`config.mk`:
```
export PLATFORM = sky130hd
export DESIGN_NAME = pipe_hazard_ctrl
export DESIGN_NICKNAME = d
export VERILOG_FILES = /design/src/rtl/pipe_ctrl_pkg.sv /design/src/rtl/sat_counter.sv /design/src/rtl/pipe_hazard_ctrl.sv
export SDC_FILE = /design/constraint.sdc
export NUM_CORES = 1
export LEC_CHECK = 0
export ABC_AREA = 1
export CAP_MARGIN = 20
export CORE_MARGIN = 10
export CORE_UTILIZATION = 45
export CTS_CLUSTER_DIAMETER = 80
export CTS_CLUSTER_SIZE = 8
export DETAILED_ROUTE_END_ITERATION = 8
export PLACE_DENSITY_LB_ADDON = 0.15
export SLEW_MARGIN = 20
export SYNTH_ARGS = -nofsm -noshare
export SYNTH_HDL_FRONTEND = slang
export SYNTH_HIERARCHICAL = 1
export SYNTH_SLANG_ARGS = --single-unit
```
`constraint.sdc`:
```
create_clock -name clk -period 2 [get_ports clk]
set_input_delay 0.4 -clock clk [delete_from_list [all_inputs] [get_ports clk]]
set_output_delay 0.4 -clock clk [all_outputs]
set_load 0.05 [all_outputs]
```
`src/rtl/pipe_ctrl_pkg.sv`:
```
`default_nettype none
// ============================================================================
// Module   : pipe_ctrl_pkg
// Brief    : Shared types and constants for the pipeline hazard controller.
// Revision : 1.0 - initial release
// ============================================================================
package pipe_ctrl_pkg;

  typedef enum logic [1:0] {
    RUN   = 2'd0,
    WAIT  = 2'd1,
    ERROR = 2'd2
  } pctrl_state_t;

  localparam logic [4:0] REG_X0     = 5'd0;
  localparam int         WAIT_CNT_W = 8;

endpackage
`default_nettype wire

```
`src/rtl/sat_counter.sv`:
```
`default_nettype none
// ============================================================================
// Module   : sat_counter
// Brief    : Enable-driven counter that sticks at all-ones; async clear.
// Revision : 1.0 - initial release
// ============================================================================
module sat_counter #(
  parameter int W = 32
) (
  input  logic         clk,
  input  logic         rst_n,
  input  logic         i_en,
  output logic [W-1:0] o_count
);

  localparam logic [W-1:0] C_MAX = {W{1'b1}};

  logic [W-1:0] r_count;

  always_ff @(posedge clk or negedge rst_n) begin
    if (!rst_n) begin
      r_count <= '0;
    end else if (i_en && (r_count != C_MAX)) begin
      r_count <= r_count + W'(1);
    end
  end

  assign o_count = r_count;

endmodule
`default_nettype wire

```
`src/rtl/pipe_hazard_ctrl.sv`:
```
`default_nettype none
// ============================================================================
// Module   : pipe_hazard_ctrl
// Brief    : Stall/flush sequencer: load-use, EX redirect, dmem wait/timeout.
// Revision : 1.0 - initial release
// ============================================================================
module pipe_hazard_ctrl
  import pipe_ctrl_pkg::*;
#(
  parameter int TIMEOUT = 16,
  parameter int CNT_W   = 32
) (
  input  logic             clk,
  input  logic             rst_n,
  input  logic [4:0]       rs1_id,
  input  logic [4:0]       rs2_id,
  input  logic             use_rs1_id,
  input  logic             use_rs2_id,
  input  logic [4:0]       rd_ex,
  input  logic             memRead_ex,
  input  logic             redirect_ex,
  input  logic             dmem_req_mem,
  input  logic             dmem_ready_mem,
  output logic             pc_stall,
  output logic             if_id_stall,
  output logic             id_ex_stall,
  output logic             ex_mem_stall,
  output logic             if_id_flush,
  output logic             id_ex_flush,
  output logic             mem_wb_flush,
  output logic             bus_error,
  output logic [1:0]       state_o,
  output logic [CNT_W-1:0] stall_cycles,
  output logic [CNT_W-1:0] flush_events
);

  localparam logic [WAIT_CNT_W-1:0] C_WAIT_LAST = WAIT_CNT_W'(TIMEOUT - 1);

  pctrl_state_t          r_state;
  pctrl_state_t          w_next_state;
  logic [WAIT_CNT_W-1:0] r_wait_cnt;
  logic                  r_bus_error;
  logic                  w_enter_wait;
  logic                  w_load_use;
  logic                  w_freeze;
  logic                  w_redirect_applied;

  always_comb begin
    w_next_state       = r_state;
    w_freeze           = 1'b0;
    w_redirect_applied = 1'b0;
    pc_stall           = 1'b0;
    if_id_stall        = 1'b0;
    id_ex_stall        = 1'b0;
    ex_mem_stall       = 1'b0;
    if_id_flush        = 1'b0;
    id_ex_flush        = 1'b0;
    mem_wb_flush       = 1'b0;

    w_enter_wait = dmem_req_mem && !dmem_ready_mem;
    w_load_use   = memRead_ex && (rd_ex != REG_X0) &&
                   ((use_rs1_id && (rs1_id == rd_ex)) ||
                    (use_rs2_id && (rs2_id == rd_ex)));

    case (r_state)
      RUN: begin
        w_freeze = w_enter_wait;
        if (w_enter_wait) w_next_state = WAIT;
      end
      WAIT: begin
        // Freeze releases in the ready cycle itself so the pipe advances on that edge.
        w_freeze = !dmem_ready_mem;
        if (dmem_ready_mem)                 w_next_state = RUN;
        else if (r_wait_cnt == C_WAIT_LAST) w_next_state = ERROR;
      end
      ERROR: begin
        w_freeze = 1'b1;
      end
      default: begin
        w_next_state = RUN;
      end
    endcase

    if (!rst_n) begin
      w_next_state = RUN;
    end else if (w_freeze) begin
      pc_stall     = 1'b1;
      if_id_stall  = 1'b1;
      id_ex_stall  = 1'b1;
      ex_mem_stall = 1'b1;
      mem_wb_flush = 1'b1;
    end else if (redirect_ex) begin
      // ID holds a wrong-path instruction, so any load-use hit is moot.
      if_id_flush        = 1'b1;
      id_ex_flush        = 1'b1;
      w_redirect_applied = 1'b1;
    end else if (w_load_use) begin
      pc_stall    = 1'b1;
      if_id_stall = 1'b1;
      id_ex_flush = 1'b1;
    end
  end

  always_ff @(posedge clk or negedge rst_n) begin
    if (!rst_n) begin
      r_state     <= RUN;
      r_wait_cnt  <= '0;
      r_bus_error <= 1'b0;
    end else begin
      r_state <= w_next_state;
      if (r_state == RUN) begin
        r_wait_cnt <= '0;
      end else if ((r_state == WAIT) && !dmem_ready_mem) begin
        r_wait_cnt <= r_wait_cnt + WAIT_CNT_W'(1);
      end
      if (w_next_state == ERROR) r_bus_error <= 1'b1;
    end
  end

  assign bus_error = r_bus_error;
  assign state_o   = r_state;

  sat_counter #(.W(CNT_W)) u_stall_cnt (
    .clk     (clk),
    .rst_n   (rst_n),
    .i_en    (pc_stall),
    .o_count (stall_cycles)
  );

  sat_counter #(.W(CNT_W)) u_flush_cnt (
    .clk     (clk),
    .rst_n   (rst_n),
    .i_en    (w_redirect_applied),
    .o_count (flush_events)
  );

endmodule
`default_nettype wire

```
# ---- Yosys cells after proc, flatten, opt, wreduce, memory -nomap -nowiden
# Index checks and enable logic that the tools add are counted.
dict set report word_totals {
  reg_bits 75
  elab_cells 49
  in_bits 23
  out_inout_bits 74
}
dict set report op_classes {
  muxes 20
  add_sub_neg 3
  eq_ne 8
  reduce_logical 13
}
# op n
set ops {}
lappend ops {{adder 32 x 1 -> 32 bit, second input constant} 2}
lappend ops {{inequality test 32 bit, second input constant} 2}
lappend ops {{two-way mux 8 bit} 2}
lappend ops {{two-way mux 1 bit} 12}
lappend ops {{== test 5 bit} 2}
lappend ops {{adder 8 x 1 -> 8 bit, second input constant} 1}
lappend ops {{== test 8 x 4 -> 1 bit, second input constant} 1}
lappend ops {{logical AND 1 bit} 8}
lappend ops {{two-way mux 2 bit} 4}
lappend ops {{one-hot mux 2 bit (3 select lines)} 1}
lappend ops {{nonzero test 5 bit} 1}
lappend ops {{== test 2 bit, second input constant} 2}
lappend ops {{one-hot mux 1 bit (3 select lines)} 1}
lappend ops {{== test 2 x 1 -> 1 bit, second input constant} 1}
lappend ops {{zero test 2 bit} 1}
lappend ops {{nonzero test 2 bit} 1}
lappend ops {{zero test 1 bit} 1}
lappend ops {{logical OR 1 bit} 1}

# ---- Longest topological paths before layout
dict set report depth {
  depth_word 9
  ltp_mapped 15
  depth_no_buf 15
}

# ---- Cells and area by module
# The synthesis kept the hierarchy.
# module cells_each seq_area_each_um2 area_per_inst_um2 n_inst
set by_module_without_submodules {}
lappend by_module_without_submodules {sat_counter 333 800.8 2190.9 2}
lappend by_module_without_submodules {pipe_hazard_ctrl 142 275.3 850.8 1}

# ---- Worst setup path before layout
# No wires, ideal clock.
dict set report synth_timing {
  path_type {reg2reg}
  startpoint {reg r_state[0] (netlist: state_o[0])}
  endpoint {reg u_flush_cnt.r_count[26] (netlist: u_flush_cnt/o_count[26])}
  setup_ns 0.120
  setup_slack_ns -0.699
  period_less_slack_ns 2.699
  required_time_ns 1.880
  path_stages_with_launch 14
  arrival_time_ns 2.580
  n_path_buf 0
  path_cell_list {dfrtp_1 -> nor2_1 -> nand3b_1 -> nand3_1 -> nor2_1 -> nand2_1 -> inv_1 -> inv_1 -> nor2_1 -> nand2_1 -> nor2_1 -> nand3_1 -> nand2_1 -> nand2_1}
}
dict set report synth_via {
  elab_chain_cells 5
  word_cells_on_any_way 7
  cone_classes {eq/ne (2); mux (3); reduce/logical (2)}
}
# item line
set synth_lines {}
lappend synth_lines {{from (decl)} pipe_hazard_ctrl.sv:39} ;# pctrl_state_t r_state;
lappend synth_lines {{from (signal assigned)} pipe_hazard_ctrl.sv:110} ;# r_state <= w_next_state;
lappend synth_lines {{== test 2 bit, or another cell as far along} pipe_hazard_ctrl.sv:65} ;# case (r_state)
lappend synth_lines {{one-hot mux 1 bit (3 select lines) *} pipe_hazard_ctrl.sv:65}
lappend synth_lines {{two-way mux 1 bit * (2 in series)} n/a}
lappend synth_lines {{net if_id_flush} pipe_hazard_ctrl.sv:28} ;# output logic if_id_flush,
lappend synth_lines {{logical AND 1 bit *} sat_counter.sv:23} ;# end else if (i_en && (r_count != C_MAX)) begin
lappend synth_lines {{to (signal assigned)} sat_counter.sv:24} ;# r_count <= r_count + W'(1);
lappend synth_lines {{to (decl)} sat_counter.sv:18} ;# logic [W-1:0] r_count;
# Mark *: on every way through the listed nets, which the timed path passes. The rest lies on a longest branch.
# A chain may end at the register's enable or synchronous reset.

# ---- Worst setup path after layout
dict set report layout_timing {
  startpoint {in use_rs2_id}
  endpoint {out if_id_stall}
}
dict set report layout_via {
  elab_chain_cells 7
}
# item line
set layout_lines {}
lappend layout_lines {{from (decl)} pipe_hazard_ctrl.sv:18} ;# input logic use_rs2_id,
lappend layout_lines {{logical AND 1 bit} pipe_hazard_ctrl.sv:63} ;# (use_rs2_id && (rs2_id == rd_ex)));
lappend layout_lines {{logical OR 1 bit} pipe_hazard_ctrl.sv:62} ;# ((use_rs1_id && (rs1_id == rd_ex)) ||
lappend layout_lines {{logical AND 1 bit} pipe_hazard_ctrl.sv:61} ;# w_load_use = memRead_ex && (rd_ex != REG_X0) &&
lappend layout_lines {{two-way mux 1 bit} pipe_hazard_ctrl.sv:97} ;# end else if (w_load_use) begin
lappend layout_lines {{two-way mux 1 bit} pipe_hazard_ctrl.sv:92} ;# end else if (redirect_ex) begin
lappend layout_lines {{two-way mux 1 bit} pipe_hazard_ctrl.sv:86} ;# end else if (w_freeze) begin
lappend layout_lines {{two-way mux 1 bit} pipe_hazard_ctrl.sv:84} ;# if (!rst_n) begin
lappend layout_lines {{to (decl)} pipe_hazard_ctrl.sv:25} ;# output logic if_id_stall,
# No other way between the ends.

==> impl_results.md <==
* Status: finished with violations
* Violated checks: negative setup slack
* Largest net degree at the start of global routing at 41
* Worst setup SP type: input port
* Mapped cell area at about 0.0052 mm^2
* Crit-path cells: clkdlybuf4s50_1 -> nand2_1 -> nor2_1 -> nand3_1 -> nand2_2 -> nand3_2 -> nand2_8 -> buf_6 -> buf_12
* RSZ-0062 raised after global routing: yes
* Vias in the first global route at 5230
* Global route total overflow at 0
* Final hold vios at 0
* First-pass iteration count of the detailed router at 4
* Worst Hold Class: input port to async pin
* Worst setup path endpoint: if_id_stall
* DR vias at 5603
* Slew @ Worst Pin at roughly 0.53 ns
* PD cells at 617.4 mW/mm^2
* Worst R2R End: u_flush_cnt/o_count[18]
* Antenna-violating nets left at 0
* CP Capture Type: output port
* Rel. slew slack at about 64%
* Synth cell types at 26
* Min cycle time layout at 2.090 ns
* Total track usage at 19.60%
* Nets at 985
* CP Depth at 9
* CTS Hold Buffers Added at 0
* Syn nets at between 800 and 900
* Synthesis Warnings at 6
* P_leak at 3.417 nW
* Critical path class: input port to output port
* Layout cells sized above 1 at 24.20%
* Dominant cells by area after synthesis: dfrtp_1 36%, nand2_1 24%, nor2_1 8.6%
* Number of fill cells in the layout at 1056
* Setup Skew at just under 0.008 ns
* Clk sinks at 75
* CP peak stage delay at about 0.46 ns
* # diodes at 0
* CP max-delay cell: clkdlybuf4s50_1
* Avg Inst Size Synth at 6.476 um^2
* Gpl congestion at 0.9184
* Seq cells post-synth at 75
* Wire length per cell at 14.83 um
* Die width at 127.8 um
* Via density per instance at between 5 and 6
* Final Non-Filler Cells at 1106
* Multi-input logic area at 0.003092 mm^2
* Most frequent cells in the layout: 326 x nand2_1, 115 x buf_4, 104 x nor2_1
* R2r setup slk at 0.02 ns
* Initial DRC count at 443
* Detailed Route WL at 16400 um
* Top-area cell type share of the netlist area at 35.87%
* Max-slew violations at 0
* CTS buffer count at 9
* Final Cell Area at 0.007147 mm^2
* Post-DP HPWL at 12650 um
* Die span in y at 127.8 um
* DRC violations left at 0
* Delay-heaviest family, CP: buffers and inverters
* Max cap viols at 0
* Crit. Startpoint: use_rs2_id
* Die area at about 0.016 mm^2
* Placed insts at roughly 1100
* RR Startpoint: state_o[0]
* CTS tree: yes
* CP Data Required Time at 1.60 ns
* Worst vdd ir at 0.7549 mV
* Worst setup margin at -0.08982 ns
* H-Tree Depth at 3
* Row count at 39
* Final setup violation count at 7
* Cell count after synthesis at 808
* Most common cell after layout, fill and taps aside: nand2_1
* Core area at about 0.011 mm^2
* Worst Path Max Fanout at 3
* Bufs and invs on worst path at 3
* Fmax at 0.4785 GHz
* Part of the cycle the worst path needs at 104.5%
* R2r worst-path depth at 14
* Synth area leader: dfrtp_1
* Initial antenna violation count at 0
* Register area at 0.001879 mm^2
* Arrival @ worst endpoint at between 1.5 and 2 ns
* Initial Util at 45.83%
* Sequential share of the synthesized area at 35.87%
* Area growth syn-to-layout at 36.59%
* Cell Area, Placed at 0.006516 mm^2
* CTS max path bufs at 2
* Top Ports at 97
* Clock slew at reported path FFs at 0.06 ns
* Port buffer count at 96
* Setup TNS at -0.4574 ns
* Clock root buffer: clkbuf_16
* Worst skew pair latency at 0.34 ns
* First-pass GRT wire length at 26140 um
[registers in the layout, summed over array words and instances (netlist names)]
signal               cells
r_wait_cnt               8
state_o                  2
u_stall_cnt/o_count     32
bus_error                1
u_flush_cnt/o_count     32
[kinds of logic (layout without fill, tap and decap cells)]
kind of cell               after synthesis  after routing  share of synthesized area (%)
AOI/OAI and AO/OA                       22             22                          2.391
xor gates and xnor gates                16             16                          2.678
adders and majority gates                3              3                         0.7174
buffers and inverters                  102            257                          8.967
DFF                                     75             75                          35.87
and+or+nand+nor                        590            590                          49.38
[repair_timing]
action | in CTS | in global routing
resized for setup | 29 | 35
pin swaps | 14 | 25
setup buffers | 17 | 4
setup endpoints to repair | 16 | 32
cloned | 0 | 0
[cells in the mapped netlist]
master	count
a21oi_1	2
a21oi_2	2
buf_4	5
buf_6	6
buf_8	2
dfrtp_1	75
ha_1	3
inv_1	86
inv_2	3
nand2_1	335
nand2_2	16
nand2_4	5
nand3_1	55
nand3_2	3
nand3b_1	17
nand4_1	23
nor2_1	120
nor2_2	5
nor2_4	9
nor3_1	2
o211ai_1	1
o21ai_0	14
o21ai_1	1
o21bai_1	2
xnor2_1	14
xor2_1	2
[how the worst min path moves through the flow]
| stage | start | to | slack [ns] | cells after the start |
|---|---|---|---|---|
| final | rst_n | r_wait_cnt[2] | 0.04 | 2 |
| after global routing | rst_n | r_wait_cnt[2] | 0.05 | 2 |
| after CTS | rst_n | r_wait_cnt[2] | 0.02 | 2 |
| after detailed placement | rst_n | r_wait_cnt[2] | 0.38 | 2 |
| after global placement | rst_n | r_wait_cnt[1] | 0.38 | 2 |
| after floorplan | rst_n | bus_error | 0.10 | 0 |
[area by class of cell]
cell class / count / area share, %
Multi-Input combinational cell: 631 / 43.26
Sequential cell: 75 / 26.30
Timing Repair Buffer: 153 / 18.56
Inverter: 89 / 4.814
Clock buffer: 11 / 3.536
Tap cell: 143 / 2.504
Clock inverter: 4 / 1.033
[stage by stage]
step                      total power, mW  hold slack [ns]  setup WS (ns)  utilization [%]
after floorplan                     2.250           0.1044       -0.08484                -
after global placement              2.568           0.3759        -0.3688            57.07
after detailed placement            2.583           0.3813        -0.4599            57.07
after CTS                           4.416          0.02233       -0.04395            61.21
after global routing                4.585          0.05016        -0.1506            62.59
final                               4.413          0.04203       -0.08982            62.59
[worst register-to-register path, delay by kind of cell, from the launching register on]
kind | cells | cell delay, ns
AND/OR/NAND/NOR | 10 | 0.98
flip-flops | 1 | 0.44
buffers and inverters | 4 | 0.44
[routing by layer]
metal | share of wire, % | track usage, % | vias up | wire [um]
li1 | - | - | 2815 | -
met1 | 46 | 25.86 | 2625 | 7482
met2 | 47 | 31.15 | 147 | 7761
met3 | 5.9 | 4.425 | 16 | 962
met4 | 1.2 | 6.159 | 0 | 197
met5 | 0 | 0 | - | 0
[power breakdown]
group	internal, mW	total, mW	switching [mW]
logic	0.334	0.906	0.572
clock network	1.15	1.79	0.641
registers	1.59	1.71	0.118
total	3.08	4.41	1.33
Note: power is estimated with default switching activity, not from simulation.
